===== config.mk =====
export PLATFORM = sky130hd
export DESIGN_NAME = rhd_spi_slave
export DESIGN_NICKNAME = d
export VERILOG_FILES = /design/src/rtl/rhd_pkg.sv /design/src/rtl/rhd_reg_file.sv /design/src/rtl/rhd_spi_slave.sv
export SDC_FILE = /design/constraint.sdc
export NUM_CORES = 1
export LEC_CHECK = 0
export ABC_AREA = 1
export BUFFER_PORTS_ARGS = -buffer_cell sky130_fd_sc_hd__buf_2
export CAP_MARGIN = 30
export CELL_PAD_IN_SITES_DETAIL_PLACEMENT = 1
export CELL_PAD_IN_SITES_GLOBAL_PLACEMENT = 1
export CORE_UTILIZATION = 47
export CTS_BUF_LIST = sky130_fd_sc_hd__clkbuf_16
export CTS_CLUSTER_SIZE = 24
export DETAILED_ROUTE_END_ITERATION = 10
export PLACE_DENSITY = 0.76
export SYNTH_ARGS = -nofsm -noshare
export SYNTH_HDL_FRONTEND = slang
export SYNTH_HIERARCHICAL = 1
export SYNTH_SLANG_ARGS = --single-unit
export TNS_END_PERCENT = 30

===== constraint.sdc =====
create_clock -name i_clk -period 2.7 [get_ports i_clk]
set_input_delay 0.135 -clock i_clk [delete_from_list [all_inputs] [get_ports i_clk]]
set_output_delay 0.135 -clock i_clk [all_outputs]
set_load 0.05 [all_outputs]

===== src/rtl/rhd_pkg.sv =====
// rhd_pkg: shared opcodes, ROM constants, FSM states and response type for the RHD SPI responder.
// Latency: n/a (types, constants and a combinational decode helper only).
// Backpressure: n/a.
// Contents: opcode patterns, ROM bytes for the read-only register window, chip ID,
//   writable-register limit, frame edge count, state_e, resp_t, rom_byte(), decode_resp().
package rhd_pkg;

  // Command field patterns (bits 15:14 select the opcode class)
  localparam logic [1:0]  OP_CONVERT    = 2'b00;
  localparam logic [1:0]  OP_WRITE      = 2'b10;
  localparam logic [1:0]  OP_READ       = 2'b11;
  localparam logic [15:0] CMD_CALIBRATE = 16'h5500;
  localparam logic [15:0] CMD_CLEAR     = 16'h6A00;

  // Register map
  localparam int          REG_RW_COUNT       = 40;
  localparam logic [5:0]  REG_WRITABLE_LIMIT = 6'd40;
  localparam logic [7:0]  CHIP_ID            = 8'h04;

  // A frame is exactly this many rising and this many falling SCLK edges
  localparam logic [4:0]  FRAME_EDGES = 5'd16;
  localparam logic [4:0]  EDGE_SAT    = 5'd31;

  typedef enum logic [2:0] {
    ST_WAIT_HI,
    ST_IDLE,
    ST_ACTIVE,
    ST_COMMIT,
    ST_ABORT
  } state_e;

  typedef struct packed {
    logic [15:0] a;
    logic [15:0] b;
  } resp_t;

  // Read-only window above the writable registers: "INTAN" then the chip ID at 63
  function automatic logic [7:0] rom_byte(input logic [5:0] addr);
    case (addr)
      6'd40:   rom_byte = 8'h49;
      6'd41:   rom_byte = 8'h4E;
      6'd42:   rom_byte = 8'h54;
      6'd43:   rom_byte = 8'h41;
      6'd44:   rom_byte = 8'h4E;
      6'd63:   rom_byte = CHIP_ID;
      default: rom_byte = 8'h00;
    endcase
  endfunction

  // Response for a committed command word; rdata is the register addressed by cmd[13:8]
  function automatic resp_t decode_resp(input logic [15:0] cmd,
                                        input logic [15:0] adc_a,
                                        input logic [15:0] adc_b,
                                        input logic [7:0]  rdata);
    resp_t r;
    r = '0;
    if (cmd[15:14] == OP_CONVERT) begin
      r.a = adc_a;
      r.b = adc_b;
    end else if (cmd[15:14] == OP_WRITE) begin
      r.a = {8'hFF, cmd[7:0]};
    end else if (cmd[15:14] == OP_READ) begin
      r.a = {8'h00, rdata};
    end else if (cmd == CMD_CALIBRATE || cmd == CMD_CLEAR) begin
      r = '0;
    end
    return r;
  endfunction

endpackage


===== src/rtl/rhd_reg_file.sv =====
// rhd_reg_file: 64x8 register map, 40 read/write entries plus a read-only ROM overlay above.
// Latency: write takes effect on the next i_clk edge; read is combinational.
// Backpressure: none; writes to addresses >= 40 are silently dropped.
// Ports: i_clk/i_rst clock and async active-low reset; i_we/i_waddr/i_wdata write port;
//   i_raddr/o_rdata combinational read port.
module rhd_reg_file
  import rhd_pkg::*;
(
  input  logic       i_clk,
  input  logic       i_rst,
  input  logic       i_we,
  input  logic [5:0] i_waddr,
  input  logic [7:0] i_wdata,
  input  logic [5:0] i_raddr,
  output logic [7:0] o_rdata
);

  logic [7:0] mem_q [REG_RW_COUNT];
  logic [7:0] mem_d [REG_RW_COUNT];

  always_comb begin
    mem_d = mem_q;
    if (i_we && (i_waddr < REG_WRITABLE_LIMIT)) begin
      mem_d[i_waddr] = i_wdata;
    end
  end

  always_ff @(posedge i_clk or negedge i_rst) begin
    if (!i_rst) begin
      for (int i = 0; i < REG_RW_COUNT; i++) begin
        mem_q[i] <= 8'h00;
      end
    end else begin
      mem_q <= mem_d;
    end
  end

  always_comb begin
    o_rdata = 8'h00;
    if (i_raddr < REG_WRITABLE_LIMIT) begin
      o_rdata = mem_q[i_raddr];
    end else begin
      o_rdata = rom_byte(i_raddr);
    end
  end

endmodule


===== src/rtl/rhd_spi_slave.sv =====
// rhd_spi_slave: RHD2164-style 16-bit SPI responder (CPOL=0) with register file and response pipeline.
// Latency: SCLK/CS pin edge to o_miso 3 i_clk; CS rise to o_cmd_valid/o_frame_err 4 i_clk; reply in frame N+1, or N+2 with RHD_SLAVE_PIPE2_EN.
// Backpressure: none; the SPI master owns pacing, i_clk must give >= 6 cycles per SCLK half-period.
// Ports: i_clk, i_rst (async active-low); i_sclk/i_cs_n/i_mosi async SPI pins; o_miso registered;
//   i_adc_a/i_adc_b CONVERT samples taken in the commit cycle; o_cmd/o_cmd_valid last committed word;
//   o_frame_err pulse on an aborted frame.
// Build option: define RHD_SLAVE_PIPE2_EN for the two-stage response pipeline (chip-accurate latency).
module rhd_spi_slave
  import rhd_pkg::*;
(
  input  logic        i_clk,
  input  logic        i_rst,
  input  logic        i_sclk,
  input  logic        i_cs_n,
  input  logic        i_mosi,
  output logic        o_miso,
  input  logic [15:0] i_adc_a,
  input  logic [15:0] i_adc_b,
  output logic [15:0] o_cmd,
  output logic        o_cmd_valid,
  output logic        o_frame_err
);

  // Synchronizers: bits [1:0] are the 2-FF chain, bit [2] is the previous value for edge detect
  logic [2:0]  sclk_sync_q, sclk_sync_d;
  logic [2:0]  cs_sync_q,   cs_sync_d;
  logic [1:0]  mosi_sync_q, mosi_sync_d;

  state_e      state_q, state_d;
  logic [15:0] shift_q, shift_d;
  logic [4:0]  rise_cnt_q, rise_cnt_d;
  logic [4:0]  fall_cnt_q, fall_cnt_d;
  logic        ddr_q, ddr_d;
  logic        miso_q, miso_d;
  logic [15:0] cmd_q, cmd_d;
  logic        cmd_valid_q, cmd_valid_d;
  logic        frame_err_q, frame_err_d;
  resp_t       resp0_q, resp0_d;
`ifdef RHD_SLAVE_PIPE2_EN
  resp_t       resp1_q, resp1_d;
`endif

  resp_t       head;
  resp_t       commit_resp;
  logic [7:0]  reg_rdata;
  logic        reg_we;
  logic        sclk_rise, sclk_fall, cs_rise, cs_fall;

  assign sclk_rise =  sclk_sync_q[1] & ~sclk_sync_q[2];
  assign sclk_fall = ~sclk_sync_q[1] &  sclk_sync_q[2];
  assign cs_rise   =  cs_sync_q[1]   & ~cs_sync_q[2];
  assign cs_fall   = ~cs_sync_q[1]   &  cs_sync_q[2];

  // Response being shifted out in the current frame is the oldest pipeline stage
`ifdef RHD_SLAVE_PIPE2_EN
  assign head = resp1_q;
`else
  assign head = resp0_q;
`endif

  assign reg_we      = (state_q == ST_COMMIT) && (shift_q[15:14] == OP_WRITE);
  assign commit_resp = decode_resp(shift_q, i_adc_a, i_adc_b, reg_rdata);

  rhd_reg_file u_reg_file (
    .i_clk   (i_clk),
    .i_rst   (i_rst),
    .i_we    (reg_we),
    .i_waddr (shift_q[13:8]),
    .i_wdata (shift_q[7:0]),
    .i_raddr (shift_q[13:8]),
    .o_rdata (reg_rdata)
  );

  always_comb begin
    sclk_sync_d = {sclk_sync_q[1:0], i_sclk};
    cs_sync_d   = {cs_sync_q[1:0], i_cs_n};
    mosi_sync_d = {mosi_sync_q[0], i_mosi};
    state_d     = state_q;
    shift_d     = shift_q;
    rise_cnt_d  = rise_cnt_q;
    fall_cnt_d  = fall_cnt_q;
    ddr_d       = ddr_q;
    miso_d      = 1'b0;
    cmd_d       = cmd_q;
    cmd_valid_d = 1'b0;
    frame_err_d = 1'b0;
    resp0_d     = resp0_q;
`ifdef RHD_SLAVE_PIPE2_EN
    resp1_d     = resp1_q;
`endif

    case (state_q)
      ST_WAIT_HI: begin
        if (cs_sync_q[1]) state_d = ST_IDLE;
      end

      ST_IDLE: begin
        if (cs_fall) begin
          state_d    = ST_ACTIVE;
          rise_cnt_d = 5'd0;
          fall_cnt_d = 5'd0;
          miso_d     = head.a[15];
        end
      end

      ST_ACTIVE: begin
        miso_d = miso_q;
        if (cs_rise) begin
          miso_d  = 1'b0;
          state_d = (rise_cnt_q == FRAME_EDGES && fall_cnt_q == FRAME_EDGES) ? ST_COMMIT : ST_ABORT;
        end else if (sclk_rise) begin
          shift_d = {shift_q[14:0], mosi_sync_q[1]};
          if (rise_cnt_q != EDGE_SAT) rise_cnt_d = rise_cnt_q + 5'd1;
          if (rise_cnt_q == 5'd0) begin
            // MOSI bit 15 picks the reply format; rising edge 1 keeps A[15] on the line
            ddr_d = ~mosi_sync_q[1];
          end else if (ddr_q && rise_cnt_q < FRAME_EDGES) begin
            // Rising edge n = cnt+1 drives A[17-n] = A[16-cnt]; 4-bit wrap gives 16-cnt
            miso_d = head.a[4'd0 - rise_cnt_q[3:0]];
          end
        end else if (sclk_fall) begin
          if (fall_cnt_q != EDGE_SAT) fall_cnt_d = fall_cnt_q + 5'd1;
          if (ddr_q) begin
            if (fall_cnt_q < FRAME_EDGES) miso_d = head.b[4'd15 - fall_cnt_q[3:0]];
          end else if (fall_cnt_q < 5'd15) begin
            miso_d = head.a[4'd14 - fall_cnt_q[3:0]];
          end
        end
      end

      ST_COMMIT: begin
        state_d     = ST_IDLE;
        cmd_d       = shift_q;
        cmd_valid_d = 1'b1;
        resp0_d     = commit_resp;
`ifdef RHD_SLAVE_PIPE2_EN
        resp1_d     = resp0_q;
`endif
      end

      ST_ABORT: begin
        state_d     = ST_IDLE;
        frame_err_d = 1'b1;
      end

      default: state_d = ST_WAIT_HI;
    endcase
  end

  // CS sync resets low so a chip select held low across reset is never mistaken for idle
  always_ff @(posedge i_clk or negedge i_rst) begin
    if (!i_rst) begin
      sclk_sync_q <= 3'b000;
      cs_sync_q   <= 3'b000;
      mosi_sync_q <= 2'b00;
      state_q     <= ST_WAIT_HI;
      shift_q     <= 16'h0000;
      rise_cnt_q  <= 5'd0;
      fall_cnt_q  <= 5'd0;
      ddr_q       <= 1'b0;
      miso_q      <= 1'b0;
      cmd_q       <= 16'h0000;
      cmd_valid_q <= 1'b0;
      frame_err_q <= 1'b0;
      resp0_q     <= '0;
`ifdef RHD_SLAVE_PIPE2_EN
      resp1_q     <= '0;
`endif
    end else begin
      sclk_sync_q <= sclk_sync_d;
      cs_sync_q   <= cs_sync_d;
      mosi_sync_q <= mosi_sync_d;
      state_q     <= state_d;
      shift_q     <= shift_d;
      rise_cnt_q  <= rise_cnt_d;
      fall_cnt_q  <= fall_cnt_d;
      ddr_q       <= ddr_d;
      miso_q      <= miso_d;
      cmd_q       <= cmd_d;
      cmd_valid_q <= cmd_valid_d;
      frame_err_q <= frame_err_d;
      resp0_q     <= resp0_d;
`ifdef RHD_SLAVE_PIPE2_EN
      resp1_q     <= resp1_d;
`endif
    end
  end

  assign o_miso      = miso_q;
  assign o_cmd       = cmd_q;
  assign o_cmd_valid = cmd_valid_q;
  assign o_frame_err = frame_err_q;

endmodule


# Yosys cells after proc, flatten, opt, wreduce, memory -nomap -nowiden
# Index checks and enable logic that the tools add are counted.
dict set report totals {
  regBits 409
  input_bits 37
  out_inout_bits 19
  wordCells 170
}
dict set report classes {
  n_addsub 5
  order_cmp 9
  eq_ne 30
  mux 44
  bitwise_logic 11
  n_reduce_logical 17
}
# op n
set ops {}
lappend ops {{320-bit bitwise mux} 1}
lappend ops {{8-bit binary-select mux with 6-bit select} 1}
lappend ops {{8-bit demux with 6-bit select} 1}
lappend ops {{5-bit 2-to-1 mux} 8}
lappend ops {{8-bit 2-to-1 mux} 5}
lappend ops {{6-bit == test (second input constant)} 6}
lappend ops {{7-bit case mux with 5 select lines} 1}
lappend ops {{32-bit 2-to-1 mux} 1}
lappend ops {{5-bit inequality test (second input constant)} 4}
lappend ops {{5-bit case mux with 2 select lines} 2}
lappend ops {{2-bit inequality test (second input constant)} 9}
lappend ops {{16-bit 2-to-1 mux} 1}
lappend ops {{4-bit by 5-bit < comparator with 1-bit output (second input constant)} 3}
lappend ops {{1-bit 2-to-1 mux} 14}
lappend ops {{1-bit binary-select mux with 4-bit select} 3}
lappend ops {{3-bit 2-to-1 mux} 4}
lappend ops {{4-bit inequality test (second input constant)} 3}
lappend ops {{3-bit case mux with 4 select lines} 1}
lappend ops {{5-bit by 1-bit adder with 5-bit output (second input constant)} 2}
lappend ops {{5-bit == test (second input constant)} 2}
lappend ops {{5-bit < comparator (second input constant)} 2}
lappend ops {{5-bit AND reduction} 2}
lappend ops {{4-bit subtractor (first input constant)} 2}
lappend ops {{7-bit greater-or-equal comparator (second input constant)} 1}
lappend ops {{21 further kinds} 37}

# Logic depth before layout (Yosys ltp)
# Gate-level depths: netlist of the first run.
dict set report logic_depth {
  word_depth 9
  ltp_mapped 15
}

# By module
# The synthesis of the first run kept the hierarchy.
# mod n_inst cells_each area_each_um2 seq_area_each_um2
set modules_own_cells {}
lappend modules_own_cells {rhd_reg_file 1 1864 14761.7 8007.7}
lappend modules_own_cells {rhd_spi_slave 1 524 4247.8 2227.1}

# Worst setup path before layout of the first run
# OpenSTA, ideal clock, no wires.
dict set report synth_timing {
  path_kind {register to register}
  start {reg state_q[1]}
  end {reg u_reg_file/mem_q[29] (netlist bit)}
  t_arrival_ns 2.217
  required_time_ns 2.569
  setup_slack_ns 0.352
  path_stages_with_launch 12
  n_path_buf 2
  period_less_slack_ns 2.348
  cell_sequence {dfrtp_1 > inv_1 > nor3_2 > inv_2 > clkbuf_1 > nor2_1 > inv_1 > nor4_4 > nand2_1 > clkbuf_1 > nand2_1 > o21ai_0}
}
dict set report synth_between {
  elab_chain_len 3
}
# item line_no
set synth_rtl {}
lappend synth_rtl {{start: declaration} rhd_spi_slave.sv:29} ;# state_e state_q, state_d;
lappend synth_rtl {{start signal: assignment} rhd_spi_slave.sv:173} ;# state_q <= state_d;
lappend synth_rtl {{3-bit by 2-bit == test with 1-bit output} rhd_spi_slave.sv:61} ;# assign reg_we = (state_q == ST_COMMIT) && (shift_q[15:14] == OP_WRITE);
lappend synth_rtl {{1-bit logical AND} rhd_spi_slave.sv:61}
lappend synth_rtl {{net reg_we} rhd_spi_slave.sv:46} ;# logic reg_we;
lappend synth_rtl {{1-bit logical AND} rhd_reg_file.sv:23} ;# if (i_we && (i_waddr < REG_WRITABLE_LIMIT)) begin
lappend synth_rtl {{end signal: assignment} rhd_reg_file.sv:34} ;# mem_q <= mem_d;
lappend synth_rtl {{end: declaration} rhd_reg_file.sv:18} ;# logic [7:0] mem_q [REG_RW_COUNT];
# The timed path passes the listed nets, and every way through them passes these cells.
# A chain may end at the register's enable or synchronous reset.

# Final worst setup path of the first run
dict set report layout_timing {
  start {reg shift_q[8]}
  end {reg resp0_q (netlist bit head[17])}
}
dict set report layout_between {
  elab_chain_len 8
  elab_cells_between_ends 17
  classes_between {order compare (1); eq/ne (6); mux (8); bitwise (1); reduce/logical (1)}
}
# item line_no
set layout_rtl {}
lappend layout_rtl {{start: declaration} rhd_spi_slave.sv:30} ;# logic [15:0] shift_q, shift_d;
lappend layout_rtl {{start signal: assignment} rhd_spi_slave.sv:174} ;# shift_q <= shift_d;
lappend layout_rtl {{6-bit inverter with 7-bit output (implied by the code)} rhd_reg_file.sv:41} ;# o_rdata = mem_q[i_raddr];
lappend layout_rtl {{8-bit binary-select mux with 6-bit select} rhd_reg_file.sv:41}
lappend layout_rtl {{8-bit 2-to-1 mux (implied by the code) (2 in a row)} rhd_reg_file.sv:41}
lappend layout_rtl {{8-bit 2-to-1 mux *} rhd_reg_file.sv:40} ;# if (i_raddr < REG_WRITABLE_LIMIT) begin
lappend layout_rtl {{net reg_rdata[1]} rhd_spi_slave.sv:45} ;# logic [7:0] reg_rdata;
lappend layout_rtl {{8-bit 2-to-1 mux *} rhd_pkg.sv:62} ;# end else if (cmd[15:14] == OP_READ) begin
lappend layout_rtl {{16-bit 2-to-1 mux *} rhd_pkg.sv:60} ;# end else if (cmd[15:14] == OP_WRITE) begin
lappend layout_rtl {{32-bit 2-to-1 mux *} rhd_pkg.sv:57} ;# if (cmd[15:14] == OP_CONVERT) begin
lappend layout_rtl {{end signal: assignment} rhd_spi_slave.sv:182} ;# resp0_q <= resp0_d;
lappend layout_rtl {{end: declaration} rhd_spi_slave.sv:38} ;# resp_t resp0_q, resp0_d;
# Mark *: on every way through the listed nets, which the timed path passes. The rest lies on a longest branch. The select of a mux whose other input is x is not followed.

==> results of run 1 <==
==> synth_stat cells, types with 4 or more instances <==
cell type / count / area share, %
sky130_fd_sc_hd__ha_1: 7 / 0.46
sky130_fd_sc_hd__nor2_1: 138 / 2.7
sky130_fd_sc_hd__nand3_1: 144 / 3.8
sky130_fd_sc_hd__nor2_2: 4 / 0.13
sky130_fd_sc_hd__a22oi_1: 9 / 0.36
sky130_fd_sc_hd__inv_2: 9 / 0.18
sky130_fd_sc_hd__inv_1: 108 / 2.1
sky130_fd_sc_hd__dfrtp_1: 409 / 54
sky130_fd_sc_hd__buf_4: 5 / 0.20
sky130_fd_sc_hd__buf_1: 8 / 0.16
sky130_fd_sc_hd__nand4_1: 23 / 0.76
sky130_fd_sc_hd__o211ai_1: 4 / 0.16
sky130_fd_sc_hd__a221oi_1: 8 / 0.37
sky130_fd_sc_hd__a21oi_1: 52 / 1.4
sky130_fd_sc_hd__buf_2: 56 / 1.5
sky130_fd_sc_hd__o31ai_1: 5 / 0.20
sky130_fd_sc_hd__nand2_1: 911 / 18
sky130_fd_sc_hd__o21ai_0: 348 / 9.2
sky130_fd_sc_hd__o21ai_1: 24 / 0.63
sky130_fd_sc_hd__clkbuf_1: 67 / 1.3
sky130_fd_sc_hd__nor4_4: 9 / 1.0
sky130_fd_sc_hd__nor3_1: 15 / 0.39
==> final timing paths <==
path	depth (start not counted)	slack (ns)	endpoint
min	2	0.11	u_reg_file/mem_q[272]$_DFFE_PN0P_
min reg2reg	0	0.35	sclk_sync_q[1]$_DFF_PN0_
max reg2reg	10	0.06	head[17]$_DFFE_PN0P_
max	10	0.06	head[17]$_DFFE_PN0P_
min in group i_clk	2	0.20	cs_sync_q[0]$_DFF_PN0_
max in group asynchronous	3	1.62	u_reg_file/mem_q[122]$_DFFE_PN0P_
==> per-stage QoR <==
step | total power (W) | utilization, % | setup TNS, ns
floorplan | 0.008736 | - | 0
global placement | 0.009754 | 50.43 | 0
detailed placement | 0.009849 | 50.50 | 0
CTS | 0.01565 | 54.79 | 0
global route | 0.01626 | 54.93 | -1.131
finish | 0.01552 | 54.93 | 0
==> state kept, by name, summed over array words and instances (netlist names) <==
signal,flops
o_frame_err,1
cs_sync_q,3
o_miso,1
sclk_sync_q,3
rise_cnt_q,5
o_cmd,16
shift_q,16
o_cmd_valid,1
ddr_q,1
head,32
fall_cnt_q,5
mosi_sync_q,2
u_reg_file/mem_q,320
state_q,3
==> power breakdown <==
| group | internal, W | switching, W |
|---|---|---|
| logic | 0.000843 | 0.00207 |
| clock network | 0.00318 | 0.00252 |
| registers | 0.00652 | 0.000390 |
| total | 0.0105 | 0.00498 |
==> kinds of logic after synthesis <==
family / after synthesis / share of synthesized area, %
adders and majority gates: 7 / 0.4607
and+or+nand+nor: 1258 / 27.59
xor gates and xnor gates: 2 / 0.09216
AOI/OAI and AO/OA: 454 / 12.41
buffers and inverters: 258 / 5.608
DFF: 409 / 53.84
==> critical path, delay by kind of cell (launching register included) <==
kind	cells	cell delay, ns
compound gates	4	0.98
flops	1	0.46
buf+inv	3	0.48
simple gates	3	0.53
==> routing by layer <==
metal / global-route usage, % / part of all wire (%) / vias up
li1: - / - / 7895
met1: 42.20 / 45 / 8490
met4: 13.00 / 3.6 / 2
met5: 0 / 0.021 / -
met3: 5.281 / 4.8 / 131
met2: 50.83 / 47 / 395
==> cell type report <==
type	instances	share of cell area [%]
well taps	525	3.003
flip-flops and latches	409	46.80
diodes	1	0.01144
inverters	120	2.076
repair buffers	169	6.497
multi-input cells	1721	35.45
clock inverters	37	0.8980
clock buffers	46	5.262
==> repair_timing <==
item / in CTS / in global routing
endpoints found under the setup margin: 1 / 54
hold buffers: 36 / 0
resized for setup: 1 / 13
pin swaps: 0 / 1
setup buffers: 0 / 2
hold endpoints to repair: 99 / 0
==> impl_summary.md, run 1 <==
Run status
The flow ran to the end, and the final reports show no timing, DRC or antenna violations.

Place
The total placed cells including tap cells is 2906. The number of I/O port buffers is 55. The congestion estimate from routability-driven global placement came to 0.9079.

The detailed placement HPWL is 41570 um. The setup slack after placement is 0.02274 ns. Summing all placed instances gives a cell area of 20110 um2.

Synthesis
After synthesis, the share of flip-flops with an asynchronous set or reset is 100.0%. Counting every net in the synthesized netlist gives 2432. For this run, the leading register cell type out of synthesis is sky130_fd_sc_hd__dfrtp_1. The sequential-to-total area share from yosys stat is 53.84%.

In this run the cell area of the synthesized design comes to 19010 um2. After synthesis, the mean cell area works out to 7.960 um2. The number of warnings reported in the yosys synthesis log is 6.

The count of flip-flops with a built-in enable after synthesis is 0. Synthesis inferred 409 register bits. The number of instances in the synthesized netlist is 2388. The netlist uses 40 different library cells.

Drt
For this block, the routed nets add up to 62530 um of wire. For this run, design rule violations remaining after detail routing come to 0. The count of routing violations after the opening detailed-route iteration is 1104. Detailed routing inserted a total of 16.91k vias. In this run the remaining antenna-violating nets after routing total 0.

The pre-antenna-repair detailed-routing pass consisted of 5 iterations. The detailed-route wire length per cell is 20.65 um. The routed via count divided by cell count is 5.586.

Worst setup path
In this run the critical register-to-register path is launched from shift_q[8]$_DFFE_PN0P_. The largest single stage delay on the critical path is 0.46 ns. The critical path's slowest cell is sky130_fd_sc_hd__dfrtp_2. The cell repeated most along the worst path is sky130_fd_sc_hd__nand3_1. In this run the worst setup path begins at shift_q[8]$_DFFE_PN0P_. The signal on the critical path passes through buf_6 > nand2_2 > inv_2 > buf_4 > a22oi_1 > nand3_1 > o211ai_1 > nand3_1 > a221oi_1 > o21ai_0. For the worst setup path, the data required time is 3.12 ns. The nature of the critical path startpoint is a register. The setup path with the least slack is of type reg -> reg.

Along the worst path, the maximum fanout reaches 23. The arrival time at the worst endpoint is 3.06 ns. The worst setup path is captured at a register.

Timing
The worst path needs 2.636 ns of the cycle, external delays included. Setup repair after global routing could not meet its margin everywhere. For the pin with the worst max-slew slack, the measured transition is 0.7334 ns. Of the available clock period, the critical path in the final layout requires 97.63%. The final count of pins violating max slew was 0. The hold violation total from the final report is 0. Across all setup checks in the final design, the least slack found is 0.06391 ns. The remaining max-slew budget at the tightest pin is 51.11%. Setup violations remaining at the end of the flow were counted as 0. Clock skew on the completed layout was measured at 0.02161 ns. Derived from the worst setup path, the maximum achievable clock frequency is 379.4 MHz. Final hold analysis gives a worst-case slack of 0.1145 ns.

Min path
The path category of the worst min-delay check is in -> async.

Pwr
IR analysis of the VDD net gives a maximum drop of 420.7 uV. Dividing total power by cell area gives a power density of 709.6 nW/um2. The analysis attributes to cell leakage a power of 10.06 nW.

Final layout
Summing all multi-input logic gate instances after layout gives 7755 um2. The non-filler instance count after layout is 3028. The filler cells instantiated in the layout total 4830. Relative to the synthesized area, the layout overhead comes to 15.08%. The area of all placed cells without fillers is 21880 um2. In the layout the commonest cells are sky130_fd_sc_hd__nand2_1 (908), sky130_fd_sc_hd__dfrtp_1 (406), sky130_fd_sc_hd__o21ai_0 (347).

Cells with a size suffix above 1 make up 9.592% of the layout. The layout net count is 2511. The sequential cells in the finished layout cover a total of 10240 um2.

The most common cell after layout, fill and taps aside is sky130_fd_sc_hd__nand2_1.

Global route
The largest net degree at the start of global routing is 86. The number of global-route vias before repair is 17.84k. For this run, the total global-route usage over all layers was measured as 31.51%. The number of antenna violations at the first check in global routing came to 2.

The first-pass GRT wire length is 100800 um. The total congestion overflow after global routing is 0.

Clocking
The clock tree from TritonCTS is yes. The library cell used as clock root buffer is sky130_fd_sc_hd__clkbuf_16. The total CTS buffers is 46. Clock tree synthesis found a total of 409 sinks. The CTS clock-pin slew for the worst setup and hold paths is 0.06 ns.

Counting along the longest clock path gives a buffer depth of 3. The H-tree generated during clock tree synthesis spans 2 levels. The clock reaches the later pin of the worst-skew pair after 0.59 ns.

Floorplan
The effective utilization at floorplan is 47.73%. The count of standard-cell rows is 73. The region available for standard cell placement spans 39820 um2.

The full die area is 41250 um2. The die span in x is 203.1 um. The floorplan step set the die height to 203.1 um.

Pin placement for this block handled 56 I/O pins.

Job
Max-cap violations in this run came to 0.
(Power assumes the default switching activity.)
==> inputs of run 2 (changes only) <==
- RECOVER_POWER: not set -> 25
- clock period: 2.7 -> 2.5 ns (I/O delays scaled with it)
==> run 2 against run 1 <==
Against the previous run:
- the flow now finishes with violations (capacitance limit, slew limit)
- power up 9.0%
- register-to-register slack worse by 0.02 ns
- non-clock buffer count up 23
- utilization up 0.39 points
- combinational power up 11%
- worst hold slack better by 0.075 ns
- critical endpoint is now head[22]$_DFFE_PN0P_
- largest cell class unchanged
- highest routed layer unchanged
==> impl_summary.md, run 2 (synthesis results as in run 1) <==
Run status
The flow ran to the end, but the final reports show violations. The checks that failed: capacitance limit, slew limit.

Clocking
The CTS clock-pin slew for the worst setup and hold paths came to 0.06 ns (about the same). The depth of the CTS H-tree is 2 (unchanged). The library cell used as clock root buffer is sky130_fd_sc_hd__clkbuf_16. The maximum count of clock buffers along a single path was 3 (unchanged).

The number of clock sinks seen by CTS is 409 (unchanged). The total CTS buffers is 46 (unchanged). The clock latency on the worst-skew pair is 0.59 ns (about the same).

The clock tree from TritonCTS is yes.

Final layout
Leaving out fill and tap cells, the most frequent cells in the layout are sky130_fd_sc_hd__nand2_1 (897), sky130_fd_sc_hd__dfrtp_1 (406), sky130_fd_sc_hd__o21ai_0 (348). Leaving out fill and tap cells, the most frequent cell in the layout is sky130_fd_sc_hd__nand2_1. The layout cell share with drive strength beyond 1 is 11.01% (+1.4 points). The layout net count is 2534 (+0.92%). From synthesis to final layout, the design area changed by 15.90%. The number of fill cells in the layout was 4857 (+0.56%). The non-filler instance count after layout is 3049 (+0.69%). The final antenna diode count is 0 (-1). The flip-flop count of the largest register after layout came to 320 (unchanged). The area of all placed cells without fillers was 22030 um2 (+0.71%).

The largest register by flop count is u_reg_file/mem_q.

Place
The number of I/O port buffers is 55 (unchanged). The detailed placement HPWL is 42130 um (+1.4%). The global placer's final weighted congestion is 0.8725 (-3.9%). The setup slack after placement is -0.04564 ns (-0.06837 ns). The placed cell area came to 20230 um2 (+0.58%). The total placed cells including tap cells is 2926 (+0.69%).

Pwr
The highest ir drop seen on vdd was 476.7 uV (+13%). The ratio of total power to cell area was 768.1 nW/um2 (+8.2%). The static leakage was 10.16 nW (+1.0%).

Global route
The first-pass GRT wire length is 101000 um (+0.17%). The number of antenna violations at the first check in global routing is 1 (-1). The total congestion overflow after global routing came to 0 (unchanged). The number of global-route vias before repair is 17.79k (-0.32%).

The overall routing resource usage is 31.81% (+0.30 points). The largest net degree at the start of global routing is 81 (-5.8%).

Worst setup path
The nature of the critical path startpoint is a register. The worst setup path is of the reg -> reg kind. The kind of capture point of the worst setup path is a register.

The logic depth of the worst register-to-register path was 12 (+2). The last element of the critical path is head[22]$_DFFE_PN0P_. The critical-path maximum fanout came to 37 (+61%). The arrival time at the worst endpoint is 2.88 ns (-0.18 ns).

In this run the critical register-to-register path is captured at head[22]$_DFFE_PN0P_. In this run the worst setup path begins at shift_q[9]$_DFFE_PN0P_. The worst reg-to-reg setup slack is 0.05 ns (-0.02 ns).

The data required time at the worst endpoint is 2.93 ns (-0.19 ns). In this run the critical register-to-register path is launched from shift_q[9]$_DFFE_PN0P_.

Floorplan
The effective utilization at floorplan was 47.73% (unchanged). The full die area is 41250 um2 (unchanged). The die outline height came to 203.1 um (unchanged). The area of the core is 39820 um2 (unchanged). The number of top-level design ports is 56 (unchanged). The count of standard-cell rows came to 73 (unchanged). The die span in x is 203.1 um (unchanged).

Timing
The summed negative setup slack over all endpoints was 0 ns (unchanged). Setup repair after global routing could not meet its margin everywhere. The final count of pins violating max slew was 77 (+77).

The minimum clock period was 2.454 ns (-0.1822 ns). The worst-case setup margin in the final layout is 0.04616 ns (-0.01775 ns). The highest clock rate is 407.5 MHz (+7.4%).

The remaining max-slew budget at the tightest pin is -48.54% (-100 points). The share of the clock period used by the worst path after layout is 98.15% (+0.52 points). The number of setup violations in the final report is 0 (unchanged).

The hold violation total from the final report is 0 (unchanged). The slew of the pin with the lowest slew margin is 2.228 ns (+1.495 ns). The final clock skew is 0.01979 ns (-0.001814 ns).

Drt
The number of remaining DRC errors is 0 (unchanged). The total detailed-routing wirelength is 63770 um (+2.0%). The routed via count divided by cell count is 5.560 (-0.45%). The count of routing violations after the opening detailed-route iteration was 1104 (unchanged). The total via count in the routed design was 16.95k (+0.24%). The number of nets still failing antenna checks after routing is 0 (unchanged). The number of detailed-route iterations in the first pass is 5 (unchanged). The detailed-route wire length per cell is 20.91 um (+1.3%).

Min path
In this run the worst hold path is classified as in -> reg.

Job
The max capacitance violation total came to 1 (+1).
==> run 2: changes by cell type in the layout (fill, tap and decap cells not counted), sizes merged <==
cell,delta
buf,+16
clkbuf,+8
clkinv,-3
diode,-1
inv,+1
==> run 2: how the worst min path moves through the flow <==
stage | start | to | slack [ns] | cells past startpoint
after floorplan | i_rst | cs_sync_q[0]$_DFF_PN0_ | -0.17 | 0
after global placement | i_rst | u_reg_file/mem_q[280]$_DFFE_PN0P_ | 0.21 | 1
after detailed placement | i_rst | u_reg_file/mem_q[280]$_DFFE_PN0P_ | 0.21 | 1
after CTS | i_sclk | sclk_sync_q[0]$_DFF_PN0_ | 0.17 | 2
after global routing | i_cs_n | cs_sync_q[0]$_DFF_PN0_ | 0.19 | 2
final | i_sclk | sclk_sync_q[0]$_DFF_PN0_ | 0.19 | 2
==> run 2: repair_timing <==
item / CTS / global route
endpoints found under the setup margin: 4 / 140
pin swaps: 0 / 4
endpoints found under the hold margin: 100 / 0
hold buffers: 36 / 0
gates resized for setup: 4 / 24
buffers inserted: 0 / 5
==> run 2: cell type report <==
type	count	area, um2	share of cell area (%)
clock buffer	47	1176	5.338
clock inverter	35	190.2	0.8632
inverter	120	450.4	2.045
multi-input combinational	1721	7802	35.42
sequential	409	10240	46.47
tap	525	656.9	2.982
timing repair buffer	192	1516	6.883
==> run 2: per-stage QoR <==
step                      total power [W]  utilization (%)  hold slack (ns)
after floorplan                  0.009434                -          -0.1706
after global placement            0.01058            50.79           0.2132
after detailed placement          0.01070            50.79           0.2128
after CTS                         0.01705            55.15           0.1731
after global routing              0.01773            55.32           0.1898
final                             0.01692            55.32           0.1899
==> run 2: power by group <==
part,switching (W),leakage [nW],internal (W)
combinational,0.00231,3.82,0.000915
sequential,0.000412,5.62,0.00705
clock,0.00274,0.719,0.00350
==> run 2: routing by layer <==
metal | wire length, um | GRT usage (%) | vias to the layer above
met1 | 27950 | 41.80 | 8493
met3 | 3204 | 5.233 | 119
met5 | 10 | 0 | -
met2 | 30330 | 52.46 | 393
met4 | 2271 | 12.84 | 2
li1 | - | - | 7946
==> run 2: critical path, stage by stage (launching register included) <==
cell and delay (ns):
sky130_fd_sc_hd__dfrtp_2 0.41, sky130_fd_sc_hd__buf_4 0.19, sky130_fd_sc_hd__nand2_2 0.12, sky130_fd_sc_hd__inv_2 0.06, sky130_fd_sc_hd__buf_12 0.19, sky130_fd_sc_hd__nand2_1 0.09, sky130_fd_sc_hd__nand4_1 0.30, sky130_fd_sc_hd__nand3_1 0.20
sky130_fd_sc_hd__nand2_1 0.08, sky130_fd_sc_hd__nand3_1 0.09, sky130_fd_sc_hd__nand3_1 0.15, sky130_fd_sc_hd__a221oi_1 0.29, sky130_fd_sc_hd__o21ai_0 0.10
==> inputs of run 3 (changes only) <==
- CORE_ASPECT_RATIO: not set -> 0.75
==> run 3 against run 2 <==
Against the previous run:
- highest routed layer unchanged
- the run ends with capacitance limit, slew limit, setup timing left
- clock power decreased by 1%
- via count increased by 2.8%
- global-route usage increased by 1.8 points
- non-clock buffer count decreased by 4
- sequential power about the same
- maximum frequency decreased by 7.3%
- combinational power increased by 4%
- register-to-register slack got worse by 0.19 ns
- worst hold slack improved by 0.013 ns
- sequential cell count unchanged
- first-iteration DRC count increased by 43%
==> impl_summary.md, run 3 (synthesis results as in run 1) <==
Final layout
The layout net count is 2526 (-0.32%). The share of the core filled with cells in the final layout is 55.36% (about the same). The area of all placed cells without fillers is 21990 um2 (-0.16%). The library cell used most frequently in the layout, excluding fill and tap cells, is sky130_fd_sc_hd__nand2_1.

The flip-flop count of the largest register after layout is 320 (unchanged). The library cells used most frequently in the layout, excluding fill and tap cells, are sky130_fd_sc_hd__nand2_1 (890), sky130_fd_sc_hd__dfrtp_1 (407), sky130_fd_sc_hd__o21ai_0 (347). The layout cell share with drive strength beyond 1 came to 11.09% (+0.079 points). The non-filler instance count after layout is 3035 (-0.46%). The final antenna diode count is 0 (unchanged). The largest register by flop count is u_reg_file/mem_q. The area growth from synthesis to layout is 15.70%. The number of fill cells in the layout came to 4844 (-0.27%).

Place
The global placer's final weighted congestion is 0.9073 (+4.0%). The placed cell area is 20200 um2 (-0.14%). The number of I/O port buffers is 55 (unchanged). The total placed cells including tap cells is 2918 (-0.27%).

The detailed placement HPWL was 43530 um (+3.3%). The setup slack after placement is -0.1567 ns (-0.1111 ns).

Global route
The number of global-route vias before repair is 18.18k (+2.2%). The total congestion overflow after global routing is 0 (unchanged). The met3 capacity usage during global routing came to 5.862% (+0.63 points). The layer flagged by global routing as most heavily used is met2.

The met1 track demand over resource in global routing is 49.87% (+8.1 points). The overall routing resource usage is 33.60% (+1.8 points). The first-pass GRT wire length came to 106100 um (+5.0%). The number of antenna violations at the first check in global routing is 2 (+1). The met2 routing resource usage after global routing is 50.12% (-2.3 points). The largest net degree at the start of global routing was 79 (-2.5%).

Drt
The routed via count divided by cell count came to 5.741 (+3.3%). The number of detailed-route iterations in the first pass is 5 (unchanged). The number of remaining DRC errors was 0 (unchanged). The detailed-route wire length per cell came to 22.06 um (+5.5%). The number of nets still failing antenna checks after routing is 0 (unchanged).

The total detailed-routing wirelength is 66940 um (+5.0%). The count of routing violations after the opening detailed-route iteration was 1580 (+43%). The total via count in the routed design is 17.43k (+2.8%).

Pwr
The highest ir drop seen on vdd was 608.8 uV (+28%). The static leakage is 10.16 nW (about the same). The ratio of total power to cell area is 769.9 nW/um2 (+0.22%).

Worst setup path
In this design, the critical path's most frequently occurring cell is sky130_fd_sc_hd__nand2_1. The worst setup path is launched from a register. The setup path with the least slack is of type reg -> reg. The largest stage delay on the critical path is 0.44 ns (+0.03 ns).

The most critical setup path has its endpoint at head[20]$_DFFE_PN0P_. The arrival time at the worst endpoint is 3.05 ns (+0.17 ns). The number of buffer and inverter instances along the worst setup path came to 3 (unchanged). In this run the critical register-to-register path is launched from shift_q[8]$_DFFE_PN0P_. The signal on the critical path passes through buf_4 > nand2_4 > inv_2 > buf_12 > nand2_1 > nand3_1 > nand2_1 > nand2_1 > nor2_1 > nand2_1 > nand3_1 > nand2_1 > a221oi_1 > o21ai_0. Grouping stages by cell kind, the critical path spends the most delay in simple AND/OR/NAND/NOR gates. The total number of cells along the worst setup path is 14 (+2).

The critical path starts at shift_q[8]$_DFFE_PN0P_. STA classifies the critical path endpoint as a register. The data required time at the worst endpoint is 2.90 ns (-0.03 ns).

The critical-path maximum fanout is 29 (-22%). The endpoint of the worst register-to-register path is head[20]$_DFFE_PN0P_. The worst reg-to-reg setup slack is -0.15 ns (-0.19 ns). The logic depth of the worst register-to-register path is 14 (+2).

Among all stages on the critical path, the largest delay is contributed by sky130_fd_sc_hd__dfrtp_2.

Timing
The minimum clock period came to 2.646 ns (+0.1919 ns). The minimum hold slack is 0.2026 ns (+0.01269 ns). The hold violation total from the final report was 0 (unchanged). The highest clock rate is 378.0 MHz (-7.3%). The final clock skew is 0.02084 ns (+0.001044 ns).

The share of the clock period used by the worst path after layout came to 105.8% (+7.7 points). Setup repair after global routing could not meet its margin everywhere. The final count of pins violating max slew was 75 (-2.6%). The worst-case setup margin in the final layout is -0.1458 ns (-0.1919 ns). The number of setup violations in the final report came to 34 (+34). The slew of the pin with the lowest slew margin was 2.258 ns (+0.02959 ns). The remaining max-slew budget at the tightest pin is -50.51% (-2.0 points).

Floorplan
The full die area is 41260 um2 (about the same). The count of standard-cell rows is 63 (-14%). The die outline height is 176.2 um (-13%).

The number of top-level design ports is 56 (unchanged). The effective utilization at floorplan is 47.85% (+0.11 points). The area of the core is 39730 um2 (-0.24%). The die span in x is 234.2 um (+15%).

Clocking
The clock latency on the worst-skew pair is 0.56 ns (-0.03 ns). The total CTS buffers is 42 (-8.7%). The depth of the CTS H-tree is 2 (unchanged). The library cell used as clock root buffer is sky130_fd_sc_hd__clkbuf_16. The maximum count of clock buffers along a single path is 3 (unchanged).

The CTS clock-pin slew for the worst setup and hold paths is 0.07 ns (about the same). TritonCTS built the clock tree. The number of clock sinks seen by CTS is 409 (unchanged).

Min path
The path category of the worst min-delay check is in -> reg. The number of cells traversed by the worst hold path is 2 (unchanged).

Run status
The final reports fail on capacitance limit, slew limit, setup timing. The flow ran to the end, but the final reports show violations.

Job
The max capacitance violation total is 1 (unchanged).
## run 3: per-stage QoR
stage | power [W] | setup TNS (ns)
after floorplan | 0.009434 | 0
after global placement | 0.01058 | -0.4223
after detailed placement | 0.01071 | -0.9402
after CTS | 0.01695 | -0.8489
after global routing | 0.01759 | -22.59
final | 0.01693 | -0.8005
## run 3: layer usage
| metal | wire [um] | part of all wire, % |
|---|---|---|
| met1 | 31200 | 47 |
| met2 | 29340 | 44 |
| met3 | 4652 | 6.9 |
| met4 | 1725 | 2.6 |
| met5 | 12 | 0.018 |
## run 3: worst min-delay path by stage
stage / start / end / slack, ns
2_1_floorplan: i_rst / cs_sync_q[0]$_DFF_PN0_ / -0.17
3_3_place_gp: i_rst / u_reg_file/mem_q[235]$_DFFE_PN0P_ / 0.17
3_5_place_dp: i_rst / u_reg_file/mem_q[227]$_DFFE_PN0P_ / 0.19
4_1_cts: i_rst / u_reg_file/mem_q[227]$_DFFE_PN0P_ / 0.19
5_1_grt: i_cs_n / cs_sync_q[0]$_DFF_PN0_ / 0.21
6_report: i_mosi / mosi_sync_q[0]$_DFF_PN0_ / 0.20
## run 3: area by class of cell
| cell class | count | area [um2] | share of cell area [%] |
|---|---|---|---|
| inverters | 120 | 454.2 | 2.065 |
| clock inverters | 32 | 188.9 | 0.8590 |
| clock buffers | 45 | 1126 | 5.120 |
| repair buffers | 188 | 1530 | 6.957 |
| multi-input cells | 1721 | 7807 | 35.50 |
| flip-flops and latches | 409 | 10240 | 46.54 |
| well taps | 520 | 650.6 | 2.958 |
## run 3: report_power, final
| group | leakage, nW | internal, W | total, W | switching (W) |
|---|---|---|---|---|
| Combinational | 3.84 | 0.000898 | 0.00336 | 0.00246 |
| Sequential | 5.62 | 0.00704 | 0.00743 | 0.000385 |
| Clock | 0.698 | 0.00344 | 0.00615 | 0.00270 |
## run 3: timing repair
item / CTS / global route
gates resized for setup: 10 / 23
buffers inserted: 2 / 2
endpoints found under the hold margin: 103 / 0
hold buffers: 36 / 0
cloned: 0 / 0
pin swaps: 0 / 2
setup endpoints to repair: 31 / 255
